[src/rtl/mmio_bus_fabric_pkg.sv]
// Shared definitions for the MMIO fabric: decode defaults, region encoding
// and the master-index width helper.
package mmio_pkg;

    localparam int IO_PREFIX_W_DEFAULT = 2;
    localparam logic [1:0] IO_PREFIX_DEFAULT = 2'b11;

    typedef enum logic {
        REGION_RAM = 1'b0,
        REGION_IO  = 1'b1
    } region_e;

    // A single master still needs a one-bit index so the tag register exists.
    function automatic int idxWidth(input int n);
        return (n > 1) ? $clog2(n) : 1;
    endfunction

endpackage

[src/rtl/mmio_bus_fabric_if.sv]
// Bus bundle between the masters/slaves and the fabric; "master" is the
// environment side, "slave" is the fabric side.
interface mmio_bus_fabric_if #(
    parameter int DATA_W      = 16,
    parameter int ADDR_W      = 16,
    parameter int NUM_MASTERS = 2
);
    logic [NUM_MASTERS-1:0]        m_req;
    logic [NUM_MASTERS-1:0]        m_we;
    logic [NUM_MASTERS*ADDR_W-1:0] m_addr;
    logic [NUM_MASTERS*DATA_W-1:0] m_wdata;
    logic [NUM_MASTERS-1:0]        m_gnt;
    logic [NUM_MASTERS-1:0]        m_rvalid;
    logic [DATA_W-1:0]             m_rdata;
    logic [ADDR_W-1:0]             ram_addr;
    logic                          ram_we;
    logic [DATA_W-1:0]             ram_wdata;
    logic [DATA_W-1:0]             ram_rdata;
    logic [ADDR_W-1:0]             io_addr;
    logic                          io_we;
    logic [DATA_W-1:0]             io_wdata;
    logic [DATA_W-1:0]             io_rdata;

    modport master (
        output m_req, m_we, m_addr, m_wdata, ram_rdata, io_rdata,
        input  m_gnt, m_rvalid, m_rdata,
        input  ram_addr, ram_we, ram_wdata, io_addr, io_we, io_wdata
    );

    modport slave (
        input  m_req, m_we, m_addr, m_wdata, ram_rdata, io_rdata,
        output m_gnt, m_rvalid, m_rdata,
        output ram_addr, ram_we, ram_wdata, io_addr, io_we, io_wdata
    );
endinterface

[src/rtl/mmio_bus_fabric_rr_arbiter.sv]
// Round-robin arbiter: grants the first requester at or after ptr and moves
// ptr just past the winner whenever a grant is taken.
module rr_arbiter
    import mmio_pkg::*;
#(
    parameter int N  = 2,
    parameter int IW = idxWidth(N)
) (
    input  logic          clk,
    input  logic          reset,
    input  logic [N-1:0]  req,
    input  logic          advance,
    output logic [N-1:0]  gnt,
    output logic [IW-1:0] gnt_idx
);

    logic [IW-1:0] ptr_r;
    logic          found_s;
    logic [IW-1:0] nextPtr_s;

    // Search upward from ptr, wrapping modulo N; first hit wins.
    always_comb begin
        gnt       = {N{1'b0}};
        gnt_idx   = {IW{1'b0}};
        found_s   = 1'b0;
        for (int i = 0; i < N; i++) begin
            logic [IW-1:0] cand;
            cand = IW'((int'(ptr_r) + i) % N);
            if (!found_s && req[cand]) begin
                found_s      = 1'b1;
                gnt[cand]    = 1'b1;
                gnt_idx      = cand;
            end else begin
                found_s = found_s;
            end
        end
        if (gnt_idx == IW'(N - 1)) begin
            nextPtr_s = {IW{1'b0}};
        end else begin
            nextPtr_s = gnt_idx + IW'(1);
        end
    end

    // Pointer register.
    always_ff @(posedge clk) begin
        if (reset) begin
            ptr_r <= {IW{1'b0}};
        end else if (advance && found_s) begin
            ptr_r <= nextPtr_s;
        end else begin
            ptr_r <= ptr_r;
        end
    end

endmodule

[src/rtl/mmio_bus_fabric.sv]
// MMIO interconnect: round-robin master arbitration, prefix decode to RAM/IO,
// and a one-deep read tag so returning data is steered by last cycle's address.
module mmio_bus_fabric
    import mmio_pkg::*;
#(
    parameter int DATA_W      = 16,
    parameter int ADDR_W      = 16,
    parameter int NUM_MASTERS = 2,
    parameter int IO_PREFIX_W = IO_PREFIX_W_DEFAULT,
    parameter logic [IO_PREFIX_W-1:0] IO_PREFIX = IO_PREFIX_W'(IO_PREFIX_DEFAULT)
) (
    input  logic                clk,
    input  logic                reset,
    mmio_bus_fabric_if.slave    bus,
    output logic [7:0]          busy_cnt
);

    localparam int IW = idxWidth(NUM_MASTERS);

    logic [NUM_MASTERS-1:0] arbGnt_s;
    logic [IW-1:0]          gntIdx_s;
    logic                   anyGnt_s;
    logic [ADDR_W-1:0]      grantAddr_s;
    logic [DATA_W-1:0]      grantData_s;
    logic                   grantWe_s;
    region_e                region_s;

    logic                   rtagValid_r;
    logic [IW-1:0]          rtagMaster_r;
    region_e                rtagRegion_r;
    logic [7:0]             busyCnt_r;

    rr_arbiter #(.N(NUM_MASTERS), .IW(IW)) u_arb (
        .clk     (clk),
        .reset   (reset),
        .req     (bus.m_req),
        .advance (~reset),
        .gnt     (arbGnt_s),
        .gnt_idx (gntIdx_s)
    );

    // Grant gating, request mux, decode and slave steering.
    always_comb begin
        anyGnt_s    = ~reset & (|arbGnt_s);
        grantAddr_s = {ADDR_W{1'b0}};
        grantData_s = {DATA_W{1'b0}};
        grantWe_s   = 1'b0;
        if (anyGnt_s) begin
            bus.m_gnt   = arbGnt_s;
            grantAddr_s = bus.m_addr[int'(gntIdx_s)*ADDR_W +: ADDR_W];
            grantData_s = bus.m_wdata[int'(gntIdx_s)*DATA_W +: DATA_W];
            grantWe_s   = bus.m_we[gntIdx_s];
        end else begin
            bus.m_gnt   = {NUM_MASTERS{1'b0}};
        end
        region_s      = (grantAddr_s[ADDR_W-1 -: IO_PREFIX_W] == IO_PREFIX) ? REGION_IO : REGION_RAM;
        bus.ram_addr  = grantAddr_s;
        bus.io_addr   = grantAddr_s;
        bus.ram_wdata = grantData_s;
        bus.io_wdata  = grantData_s;
        bus.ram_we    = grantWe_s & (region_s == REGION_RAM);
        bus.io_we     = grantWe_s & (region_s == REGION_IO);
    end

    // Read tag pipeline: remembers who asked and which slave answers next cycle.
    always_ff @(posedge clk) begin
        if (reset) begin
            rtagValid_r  <= 1'b0;
            rtagMaster_r <= {IW{1'b0}};
            rtagRegion_r <= REGION_RAM;
        end else begin
            rtagValid_r  <= anyGnt_s & ~grantWe_s;
            rtagMaster_r <= gntIdx_s;
            rtagRegion_r <= region_s;
        end
    end

    // Read return; reset masks a pending tag so nothing leaks out.
    always_comb begin
        if (rtagValid_r && !reset) begin
            bus.m_rvalid = NUM_MASTERS'(1'b1) << rtagMaster_r;
            bus.m_rdata  = (rtagRegion_r == REGION_IO) ? bus.io_rdata : bus.ram_rdata;
        end else begin
            bus.m_rvalid = {NUM_MASTERS{1'b0}};
            bus.m_rdata  = {DATA_W{1'b0}};
        end
    end

    // Contention monitor, saturating.
    always_ff @(posedge clk) begin
        if (reset) begin
            busyCnt_r <= 8'd0;
        end else if (($countones(bus.m_req) > 1) && (busyCnt_r != 8'hFF)) begin
            busyCnt_r <= busyCnt_r + 8'd1;
        end else begin
            busyCnt_r <= busyCnt_r;
        end
    end

    assign busy_cnt = busyCnt_r;

endmodule

[src/flat_wrapper.sv]
// flat-port wrapper written by rule: the top's interface ports become plain ports
module mmio_bus_fabric_flat import mmio_pkg::*;
#(
    parameter int DATA_W      = 16,
    parameter int ADDR_W      = 16,
    parameter int NUM_MASTERS = 2,
    parameter int IO_PREFIX_W = IO_PREFIX_W_DEFAULT,
    parameter logic [IO_PREFIX_W-1:0] IO_PREFIX = IO_PREFIX_W'(IO_PREFIX_DEFAULT)
)
  (clk, reset, busy_cnt, bus_m_req, bus_m_we, bus_m_addr, bus_m_wdata, bus_ram_rdata, bus_io_rdata, bus_m_gnt, bus_m_rvalid, bus_m_rdata, bus_ram_addr, bus_ram_we, bus_ram_wdata, bus_io_addr, bus_io_we, bus_io_wdata);
  mmio_bus_fabric_if #(.DATA_W(DATA_W), .ADDR_W(ADDR_W), .NUM_MASTERS(NUM_MASTERS)) bus_i ();
  input  logic clk;
  input  logic reset;
  output logic [7:0] busy_cnt;
  input wire logic [$bits(bus_i.m_req)-1:0] bus_m_req;
  input wire logic [$bits(bus_i.m_we)-1:0] bus_m_we;
  input wire logic [$bits(bus_i.m_addr)-1:0] bus_m_addr;
  input wire logic [$bits(bus_i.m_wdata)-1:0] bus_m_wdata;
  input wire logic [$bits(bus_i.ram_rdata)-1:0] bus_ram_rdata;
  input wire logic [$bits(bus_i.io_rdata)-1:0] bus_io_rdata;
  output wire logic [$bits(bus_i.m_gnt)-1:0] bus_m_gnt;
  output wire logic [$bits(bus_i.m_rvalid)-1:0] bus_m_rvalid;
  output wire logic [$bits(bus_i.m_rdata)-1:0] bus_m_rdata;
  output wire logic [$bits(bus_i.ram_addr)-1:0] bus_ram_addr;
  output wire logic [$bits(bus_i.ram_we)-1:0] bus_ram_we;
  output wire logic [$bits(bus_i.ram_wdata)-1:0] bus_ram_wdata;
  output wire logic [$bits(bus_i.io_addr)-1:0] bus_io_addr;
  output wire logic [$bits(bus_i.io_we)-1:0] bus_io_we;
  output wire logic [$bits(bus_i.io_wdata)-1:0] bus_io_wdata;
  assign bus_i.m_req = bus_m_req;
  assign bus_i.m_we = bus_m_we;
  assign bus_i.m_addr = bus_m_addr;
  assign bus_i.m_wdata = bus_m_wdata;
  assign bus_i.ram_rdata = bus_ram_rdata;
  assign bus_i.io_rdata = bus_io_rdata;
  assign bus_m_gnt = bus_i.m_gnt;
  assign bus_m_rvalid = bus_i.m_rvalid;
  assign bus_m_rdata = bus_i.m_rdata;
  assign bus_ram_addr = bus_i.ram_addr;
  assign bus_ram_we = bus_i.ram_we;
  assign bus_ram_wdata = bus_i.ram_wdata;
  assign bus_io_addr = bus_i.io_addr;
  assign bus_io_we = bus_i.io_we;
  assign bus_io_wdata = bus_i.io_wdata;
  mmio_bus_fabric #(.DATA_W(DATA_W), .ADDR_W(ADDR_W), .NUM_MASTERS(NUM_MASTERS), .IO_PREFIX_W(IO_PREFIX_W), .IO_PREFIX(IO_PREFIX)) u_core (.clk(clk), .reset(reset), .bus(bus_i), .busy_cnt(busy_cnt));
endmodule
[config.mk]
export PLATFORM = sky130hd
export DESIGN_NAME = mmio_bus_fabric_flat
export DESIGN_NICKNAME = d
export VERILOG_FILES = /design/src/rtl/mmio_bus_fabric_pkg.sv /design/src/rtl/mmio_bus_fabric_if.sv /design/src/rtl/mmio_bus_fabric_rr_arbiter.sv /design/src/rtl/mmio_bus_fabric.sv /design/src/flat_wrapper.sv
export SDC_FILE = /design/constraint.sdc
export NUM_CORES = 1
export LEC_CHECK = 0
export CORE_MARGIN = 4
export CORE_UTILIZATION = 26
export CTS_CLUSTER_DIAMETER = 150
export DETAILED_ROUTE_END_ITERATION = 7
export GPL_TIMING_DRIVEN = 0
export HOLD_SLACK_MARGIN = 0.05
export PLACE_DENSITY = 0.85
export SLEW_MARGIN = 20
export SYNTH_ARGS = -nofsm -noshare
export SYNTH_HDL_FRONTEND = slang
export SYNTH_SLANG_ARGS = --single-unit
[constraint.sdc]
create_clock -name clk -period 2.05 [get_ports clk]
set_input_delay 0.3075 -clock clk [delete_from_list [all_inputs] [get_ports clk]]
set_output_delay 0.3075 -clock clk [all_outputs]
set_load 0.01 [all_outputs]
==> flow_summary.ini, run 1 <==
[layout]
final_common_cell = clkdlybuf4s50_1
drive_above_1_share = 0.235
fillers = 464
most-common-layout-cells = 123 x clkdlybuf4s50_1, 68 x nand2_1, 46 x buf_4, 45 x dlygate4sd2_1, 29 x a21oi_2
multi_input_area_sq_um = 1110
fin_nets = 543
regArea_sq_um = 243
n_antenna_cell = 0
syn2layout_area_growth_pct = 145

[placement]
gp_congestion = 0.898
io_buffers = 194
pre_cts_slack_ns = -0.871
place.detailed.hpwl_um = 6230

[grt]
grt_overflow_total = 0
grt_max_degree = 11
antenna_found_initial = 0
grt.total_usage = 0.199
first_global_vias = 2441
grt_pass1_wl_um = 11700

[die]
io_pins = 196
core_region_area_sq_um = 5570
chipWidth_um = 84.4
die-area_sq_um = 7120
die-height_um = 84.4
start_util = 0.272
num_rows = 27

[synth]
synth.distinct_cells = 30
ys_seq_area_frac = 0.158
synth_edf_count = 0
postSynthCellCount = 242
synth_area_sq_um = 1520
ys.flop_type = dfxtp_1
yosys_register_bits = 12
ys_async_sr_fraction = 0
yosys_warnings = 0
synth.avg_cell_area_sq_um = 6.27
synth_nets = 345

[sta]
relSlewSlack = 0.706
finalHoldViolations = 0
period_minus_slack_ns = 2.00
setup_violations = 0
rsz0062_at_grt = yes
setup_slack_ns = 0.0546
fin_crit_sh = 0.973
max_freq_ghz = 0.501
slew_viol_final = 0
finClkSkew_ns = 0.000236
timing.hold.ws_ns = 0.384
max_slew.worst_pin.slew_ns = 0.441

[clock_network]
cts_root_buf = clkbuf_8
clockBufferDepth = 2
path_clk_slew_ns = 0.05
insertion_delay_ns = 0.24
holdBufCountCts = 0
cts_sinks = 12
htree_levels = 1
cts_tree = done
cts_made_buffers = 3

[routing]
via_per_inst = 4.73
routedWlPerCell_um = 15.2
totalWireLength_um = 7730
via_count = 2412
drt_first_iter_violations = 114
drtAntennaViolNets = 0
route.detailed.drc = 0
drtPass1Iterations = 4

[critical_path]
crit_path_start_kind = input port
worstPathRequired_ns = 1.74
cp.arrival_ns = 1.69
end_kind = output port
critical_path_class = in2out
cp_max_fo = 10

[power_and_ir_drop]
ir_drop_v = 0.000194
p_leak_nw = 1.72
power_density_nw_per_um2 = 313

[worst_hold_path]
hp-class = in2reg

[outcome]
status = complete, no violations

[flow_run]
cap_violations = 0
==> stage by stage <==
step / setup TNS [ns] / instances / power [mW] / instance area, sq um / utilization
global route: -0.0895 / 510 / 1.23 / 3720 / 0.668
floorplan: 0 / 242 / 0.516 / 1520 / -
global placement: -56.77 / 508 / 0.935 / 3550 / 0.637
CTS: 0 / 510 / 1.15 / 3680 / 0.661
finish: 0 / 510 / 1.16 / 3720 / 0.668
detailed placement: -57.77 / 508 / 0.943 / 3550 / 0.637
==> flip-flops by register name, summed over array words and instances, names as in the netlist <==
name,flops
u_core.rtagRegion_r,1
u_core.rtagValid_r,1
u_core.rtagMaster_r,1
u_core.busy_cnt,8
u_core.u_arb.ptr_r,1
==> logic make-up after synthesis <==
family / synth area share
and+or+nand+nor: 0.310
buffers and inverters: 0.209
AOI/OAI and AO/OA: 0.185
muxes: 0.119
DFF: 0.158
xor gates and xnor gates: 0.0115
adders and majority gates: 0.00824
==> power breakdown <==
group,internal [mW],switching [mW]
Clock,0.130,0.0859
Combinational,0.414,0.284
Sequential,0.242,0.00883
==> repair_timing <==
action	in CTS	in global routing
pin swaps	1	4
cloned	1	0
setup endpoints to repair	86	38
resized for setup	122	39
setup buffers	1	0
==> cells in the mapped netlist (4+ instances only) <==
library cell | n | share of area
a21oi_1 | 36 | 0.12
nor2_1 | 25 | 0.062
or4_1 | 4 | 0.020
buf_2 | 7 | 0.023
nand2_1 | 69 | 0.17
mux2i_1 | 18 | 0.12
buf_4 | 33 | 0.16
nand3_1 | 4 | 0.013
clkbuf_1 | 8 | 0.020
dfxtp_1 | 12 | 0.16
==> path summary, 6_finish.rpt <==
| kind | startpoint | endpoint | slack, ns | depth (start not counted) |
|---|---|---|---|---|
| max reg2reg | u_core.busy_cnt[0] | u_core.busy_cnt[7] | 0.44 | 5 |
| min reg2reg | u_core.u_arb.ptr_r | u_core.u_arb.ptr_r | 0.46 | 1 |
| min | bus_m_req[1] | u_core.u_arb.ptr_r | 0.38 | 2 |
| max | reset | bus_m_rdata[10] | 0.05 | 5 |
==> critical path, cell delays in order <==
cell and delay, ns:
dlygate4sd2_1 0.30, nand2b_4 0.22, buf_2 0.20, nor2_1 0.12, clkdlybuf4s50_1 0.54
==> cell type report <==
| type | instances | share of cell area |
|---|---|---|
| repair buffers | 195 | 0.501 |
| multi-input cells | 182 | 0.299 |
| plain buffers | 45 | 0.0988 |
| flip-flops and latches | 12 | 0.0652 |
| well taps | 72 | 0.0242 |
| clock buffers | 3 | 0.0111 |
| inverters | 1 | 0.00101 |
==> per-layer routing <==
layer	global-route usage	routed length (um)
met3	0.0638	795
met2	0.388	4060
met5	0	0
met4	0.0489	133
met1	0.202	2740
(Power assumes the default switching activity.)
==> run 2: changes to the inputs <==
--- a/config.mk
+++ b/config.mk
@@ -7,6 +7,7 @@
 export LEC_CHECK = 0
 export CORE_MARGIN = 4
 export CORE_UTILIZATION = 26
+export CTS_BUF_LIST = sky130_fd_sc_hd__clkbuf_16
 export CTS_CLUSTER_DIAMETER = 150
 export DETAILED_ROUTE_END_ITERATION = 7
 export GPL_TIMING_DRIVEN = 0
==> flow_summary.ini, run 2 (same netlist as run 1, synthesis figures left out) <==
[placement]
placed_cells = 508
gp_congestion = 0.898
place.detailed.hpwl_um = 6230
pre_cts_slack_ns = -0.871
io_buffers = 194

[grt]
grt_pass1_wl_um = 11800
antenna_found_initial = 0
grt_max_degree = 11
grt_overflow_total = 0
first_global_vias = 2459
grt.total_usage = 0.201

[layout]
postLayoutCoreUtil = 0.674
n_antenna_cell = 0
most-common-layout-cells = 123 x clkdlybuf4s50_1, 68 x nand2_1, 57 x buf_4, 40 x dlygate4sd2_1, 29 x a21oi_2
final_common_cell = clkdlybuf4s50_1
syn2layout_area_growth_pct = 147
drive_above_1_share = 0.259
largest_register_ffs = 8
fin_nets = 546
fin_cells = 513

[routing]
drtPass1Iterations = 4
drt_first_iter_violations = 127
drtAntennaViolNets = 0
totalWireLength_um = 7830
routedWlPerCell_um = 15.3
via_per_inst = 4.69
via_count = 2405
route.detailed.drc = 0

[critical_path]
critical_path_class = reg2out
rr_startpoint = u_core.busy_cnt[0]
cp_max_fo = 7
reg2reg_depth = 5
end_kind = output port
critical-path-slowest-cell = dfxtp_2
cp.arrival_ns = 1.70
crit_path_start_kind = register
rrSetupSlack_ns = 0.47
reg2reg_to = u_core.busy_cnt[7]
worstPathCellList = nand2b_4 -> and2_4 -> buf_6 -> nand2_1 -> a21oi_2 -> buf_4 -> dlygate4sd2_1
worstPathRequired_ns = 1.74
slowest_delay_ns = 0.33

[clock_network]
cts_tree = done
clockBufferDepth = 2
cts_sinks = 12
cts_made_buffers = 3
htree_levels = 1
insertion_delay_ns = 0.24
cts_root_buf = clkbuf_16
path_clk_slew_ns = 0.04

[sta]
finalHoldViolations = 0
setup_slack_ns = 0.0463
relSlewSlack = 0.708
period_minus_slack_ns = 2.00
rsz0062_at_grt = yes
slew_viol_final = 0
max_slew.worst_pin.slew_ns = 0.438
fin_crit_sh = 0.977
setup_violations = 0
max_freq_ghz = 0.499
finClkSkew_ns = 0.00116

[die]
die-height_um = 84.4
core_region_area_sq_um = 5570
num_rows = 27
die-area_sq_um = 7120
start_util = 0.272
chipWidth_um = 84.4
io_pins = 196

[worst_hold_path]
hp-class = in2reg
hp-start = bus_m_req[1]
holdPathStages = 2
hold_end = u_core.u_arb.ptr_r

[outcome]
status = complete, no violations

[flow_run]
cap_violations = 0

[power_and_ir_drop]
ir_drop_v = 0.000265
power_density_nw_per_um2 = 349
p_leak_nw = 1.73
total_power_mw = 1.31
-- run 2: cell types whose count changed in the layout (fill, tap and decap cells not counted), moves of 2 or more --
cell             previous run  this run
clkbuf_8                    4         1
buf_4                      46        57
clkbuf_16                   0         3
clkdlybuf4s15_1             7         5
dlygate4sd2_1              45        40
-- run 2: layer usage --
| metal | track usage | wire (um) | vias to the layer above |
|---|---|---|---|
| met5 | 0 | 0 | - |
| met4 | 0.0561 | 145 | 0 |
| met3 | 0.0638 | 785 | 12 |
| met2 | 0.395 | 4140 | 138 |
| met1 | 0.200 | 2760 | 1076 |
| li1 | - | - | 1179 |
-- run 2: critical path, delay by kind of cell, from the launching register on --
kind | cells | cell delay (ns)
buf+inv | 3 | 0.52
simple gates | 3 | 0.44
flops | 1 | 0.33
compound gates | 1 | 0.15
-- run 2: through the flow --
| step | hold WS, ns | setup TNS (ns) | instance area, sq um |
|---|---|---|---|
| global placement | 0.443 | -56.77 | 3550 |
| CTS | 0.386 | 0 | 3720 |
| detailed placement | 0.477 | -57.77 | 3550 |
| global route | 0.414 | -0.0424 | 3750 |
| finish | 0.386 | 0 | 3750 |
| floorplan | 0.428 | 0 | 1520 |
-- run 2: cell type report --
type	instances	area, sq um
Timing Repair Buffer	198	1870
Fill cell	466	1820
Multi-Input combinational cell	182	1110
Tap cell	72	90.1
Inverter	1	3.75
Sequential cell	12	243
Clock buffer	3	75.1
Buffer	45	364
-- run 2: power breakdown --
group / switching, mW / internal (mW) / total (mW)
registers: 0.00867 / 0.242 / 0.251
logic: 0.287 / 0.419 / 0.707
clock network: 0.100 / 0.254 / 0.354
-- run 2: timing repair --
action                                 4_1_cts  5_1_grt
setup endpoints to repair                   86       34
gates cloned                                 2        0
pin swaps                                    1        5
endpoints found under the hold margin        0        0
hold buffers                                 0        0
buffers inserted                             2        1
resized for setup                          123       49
-- run 2: worst max path at each step --
stage                         to  slack, ns          startpoint  depth (start not counted)
3_3_place_gp     bus_ram_addr[0]      -0.88        bus_m_req[0]                          9
2_1_floorplan    bus_ram_addr[2]       0.31  u_core.u_arb.ptr_r                          7
6_report        bus_io_wdata[12]       0.05  u_core.u_arb.ptr_r                          7
4_1_cts        bus_ram_wdata[12]     0.0004  u_core.u_arb.ptr_r                          8
3_5_place_dp   bus_ram_wdata[12]      -0.87        bus_m_req[0]                          9
5_1_grt         bus_ram_wdata[4]      -0.02  u_core.u_arb.ptr_r                          7
==> edit (config.mk and constraints of run 2) <==
Reset style: asynchronous (`reset`), changed in 3 clocked blocks.
--- a/src/rtl/mmio_bus_fabric_rr_arbiter.sv
+++ b/src/rtl/mmio_bus_fabric_rr_arbiter.sv
@@ -42,7 +42,7 @@
     end
 
     // Pointer register.
-    always_ff @(posedge clk) begin
+    always_ff @(posedge clk or posedge reset) begin
         if (reset) begin
             ptr_r <= {IW{1'b0}};
         end else if (advance && found_s) begin
--- a/src/rtl/mmio_bus_fabric.sv
+++ b/src/rtl/mmio_bus_fabric.sv
@@ -63,7 +63,7 @@
     end
 
     // Read tag pipeline: remembers who asked and which slave answers next cycle.
-    always_ff @(posedge clk) begin
+    always_ff @(posedge clk or posedge reset) begin
         if (reset) begin
             rtagValid_r  <= 1'b0;
             rtagMaster_r <= {IW{1'b0}};
@@ -87,7 +87,7 @@
     end
 
     // Contention monitor, saturating.
-    always_ff @(posedge clk) begin
+    always_ff @(posedge clk or posedge reset) begin
         if (reset) begin
             busyCnt_r <= 8'd0;
         end else if (($countones(bus.m_req) > 1) && (busyCnt_r != 8'hFF)) begin
Behaviour: differs if reset is asserted again (counterexample within 4 cycles, from zero or initial values and one cycle with reset high); with reset held inactive, the same outputs for 10 cycles.
==> edit against run 2 <==
Total power rose by 35%. Final area rose by 0.63%. Maximum frequency fell by 0.98%. Routed wire length rose by 1.8%. Clock skew rose by 0.0011 ns. Via count fell by 6.7%. Critical path depth fell by 1. Synthesized area did not move. Core utilization rose by 0.43 points. Worst hold slack got worse by 0.064 ns. Die area did not move. Worst setup slack got worse by 0.020 ns. Sequential cell count did not move. Critical path type unchanged.
==> edit: results (changes against run 2) <==
.. list-table::
   :header-rows: 1

   * - Metric
     - Value
   * - Share of cell area taken by muxes after synthesis
     - 11.29% (was 11.87%)
   * - Main synth FF type
     - sky130_fd_sc_hd__dfrtp_1 (was sky130_fd_sc_hd__dfxtp_1)
   * - Proportion of register bits with asynchronous set or reset after synthesis
     - 100.0% (was 0%)
   * - Count of TritonRoute iterations in the first routing pass
     - 5 (was 4)
   * - Post-Synth XOR/XNOR Area
     - 2.308% (was 1.154%)
   * - Outcome
     - finished, final reports clean (unchanged)
   * - Global-route total usage across every layer
     - 19.77% (was 20.09%)
   * - Leakage power
     - 0.001827 µW (was 0.001731 µW)
   * - VDD IR-drop max
     - 0.8139 mV (was 0.2649 mV)
   * - Critical Path Max Stage Delay
     - 0.44 ns (was 0.33 ns)
   * - Area used by multi-input combinational logic
     - 1001 µm² (was 1114 µm²)
   * - Cell count of the worst reg-to-reg path
     - 4 (was 5)
   * - Sequential fraction of the synthesis area
     - 19.79% (was 15.83%)
   * - Gpl congestion
     - 0.8287 (was 0.8984)
   * - DR iter-0 viols
     - 34 (was 127)
   * - Hold WC Path Type
     - input port to asynchronous set/reset pin (was input port to flip-flop)
   * - Top post-synthesis cells by area
     - sky130_fd_sc_hd__dfrtp_1 20%, sky130_fd_sc_hd__buf_4 16%, sky130_fd_sc_hd__a22o_1 13% (was sky130_fd_sc_hd__nand2_1 17%, sky130_fd_sc_hd__buf_4 16%, sky130_fd_sc_hd__dfxtp_1 16%)
   * - Data arrival time of the worst path
     - 1.72 ns (was 1.70 ns)
   * - Reg2reg start
     - u_core.busy_cnt[0]$_DFFE_PP0P_ (was u_core.busy_cnt[0]$_SDFFE_PP0P_)
   * - Setup slack of the worst register-to-register path
     - 0.42 ns (was 0.47 ns)
   * - Count of cell types in the netlist
     - 39 (was 30)
   * - M2 GR Usage
     - 37.37% (was 39.53%)
   * - Global Route met3 Usage
     - 5.790% (was 6.379%)
   * - Hpwl dp
     - 6485 µm (was 6229 µm)
   * - Post-synthesis compound-gate area fraction
     - 27.45% (was 18.47%)
   * - Sw Pwr
     - 575.1 µW (was 396.3 µW)
   * - Highest net fanout along the worst path
     - 5 (was 7)
   * - Drt via density
     - 4.724 (was 4.688)
   * - Worst Tran Pin Value
     - 0.4144 ns (was 0.4379 ns)
## edit: worst reg2reg max path: cells and delay by family (launching register included)
kind            cells  cell delay (ns)
fa+ha+maj           1             0.22
simple gates        1             0.18
compound gates      1             0.35
mux                 1             0.38
flops               1             0.40
## edit: logic make-up (layout without fill, tap and decap cells)
kind of cell,Yosys count,after routing
xor gates and xnor gates,4,4
buffers and inverters,46,260
and+or+nand+nor,51,51
adders and majority gates,1,1
muxes,17,17
DFF,12,12
AOI/OAI and AO/OA,58,58
## edit: timing repair
action | in CTS | in global routing
endpoints found under the setup margin | 86 | 37
pin swaps | 11 | 12
setup buffers | 12 | 3
gates cloned | 2 | 1
resized for setup | 150 | 50
## edit: stage by stage
stage / hold WS, ns / worst slack [ns] / cells
after floorplan: 0.1973 / 0.3479 / 189
after global placement: 0.5091 / -0.9561 / 455
after detailed placement: 0.5182 / -0.9695 / 455
after CTS: 0.2945 / 0.0007220 / 471
after global routing: 0.3419 / -0.03353 / 475
final: 0.3212 / 0.02636 / 475
## edit: layout make-up
class                   instances  share of cell area (%)
plain buffers                  44                   9.404
repair buffers                210                   51.36
clock inverters                 1                 0.09934
well taps                      72                   2.384
flip-flops and latches         12                   7.980
clock buffers                   3                   1.987
multi-input cells             131                   26.49
inverters                       2                  0.2980
## edit: power groups by stage
stage / clock (µW) / sequential [µW] / combinational (µW)
global route: 368 / 392 / 1110
detailed placement: 0 / 380 / 1010
CTS: 358 / 377 / 1020
global placement: 0 / 377 / 986
floorplan: 0 / 395 / 387
finish: 351 / 380 / 1030
## edit: per-layer routing
layer	vias to the layer above	routed length, µm	part of all wire (%)
met1	1013	2921	37
li1	1094	-	-
met4	0	166	2.1
met3	15	704	8.8
met2	122	4184	52
met5	-	0	0
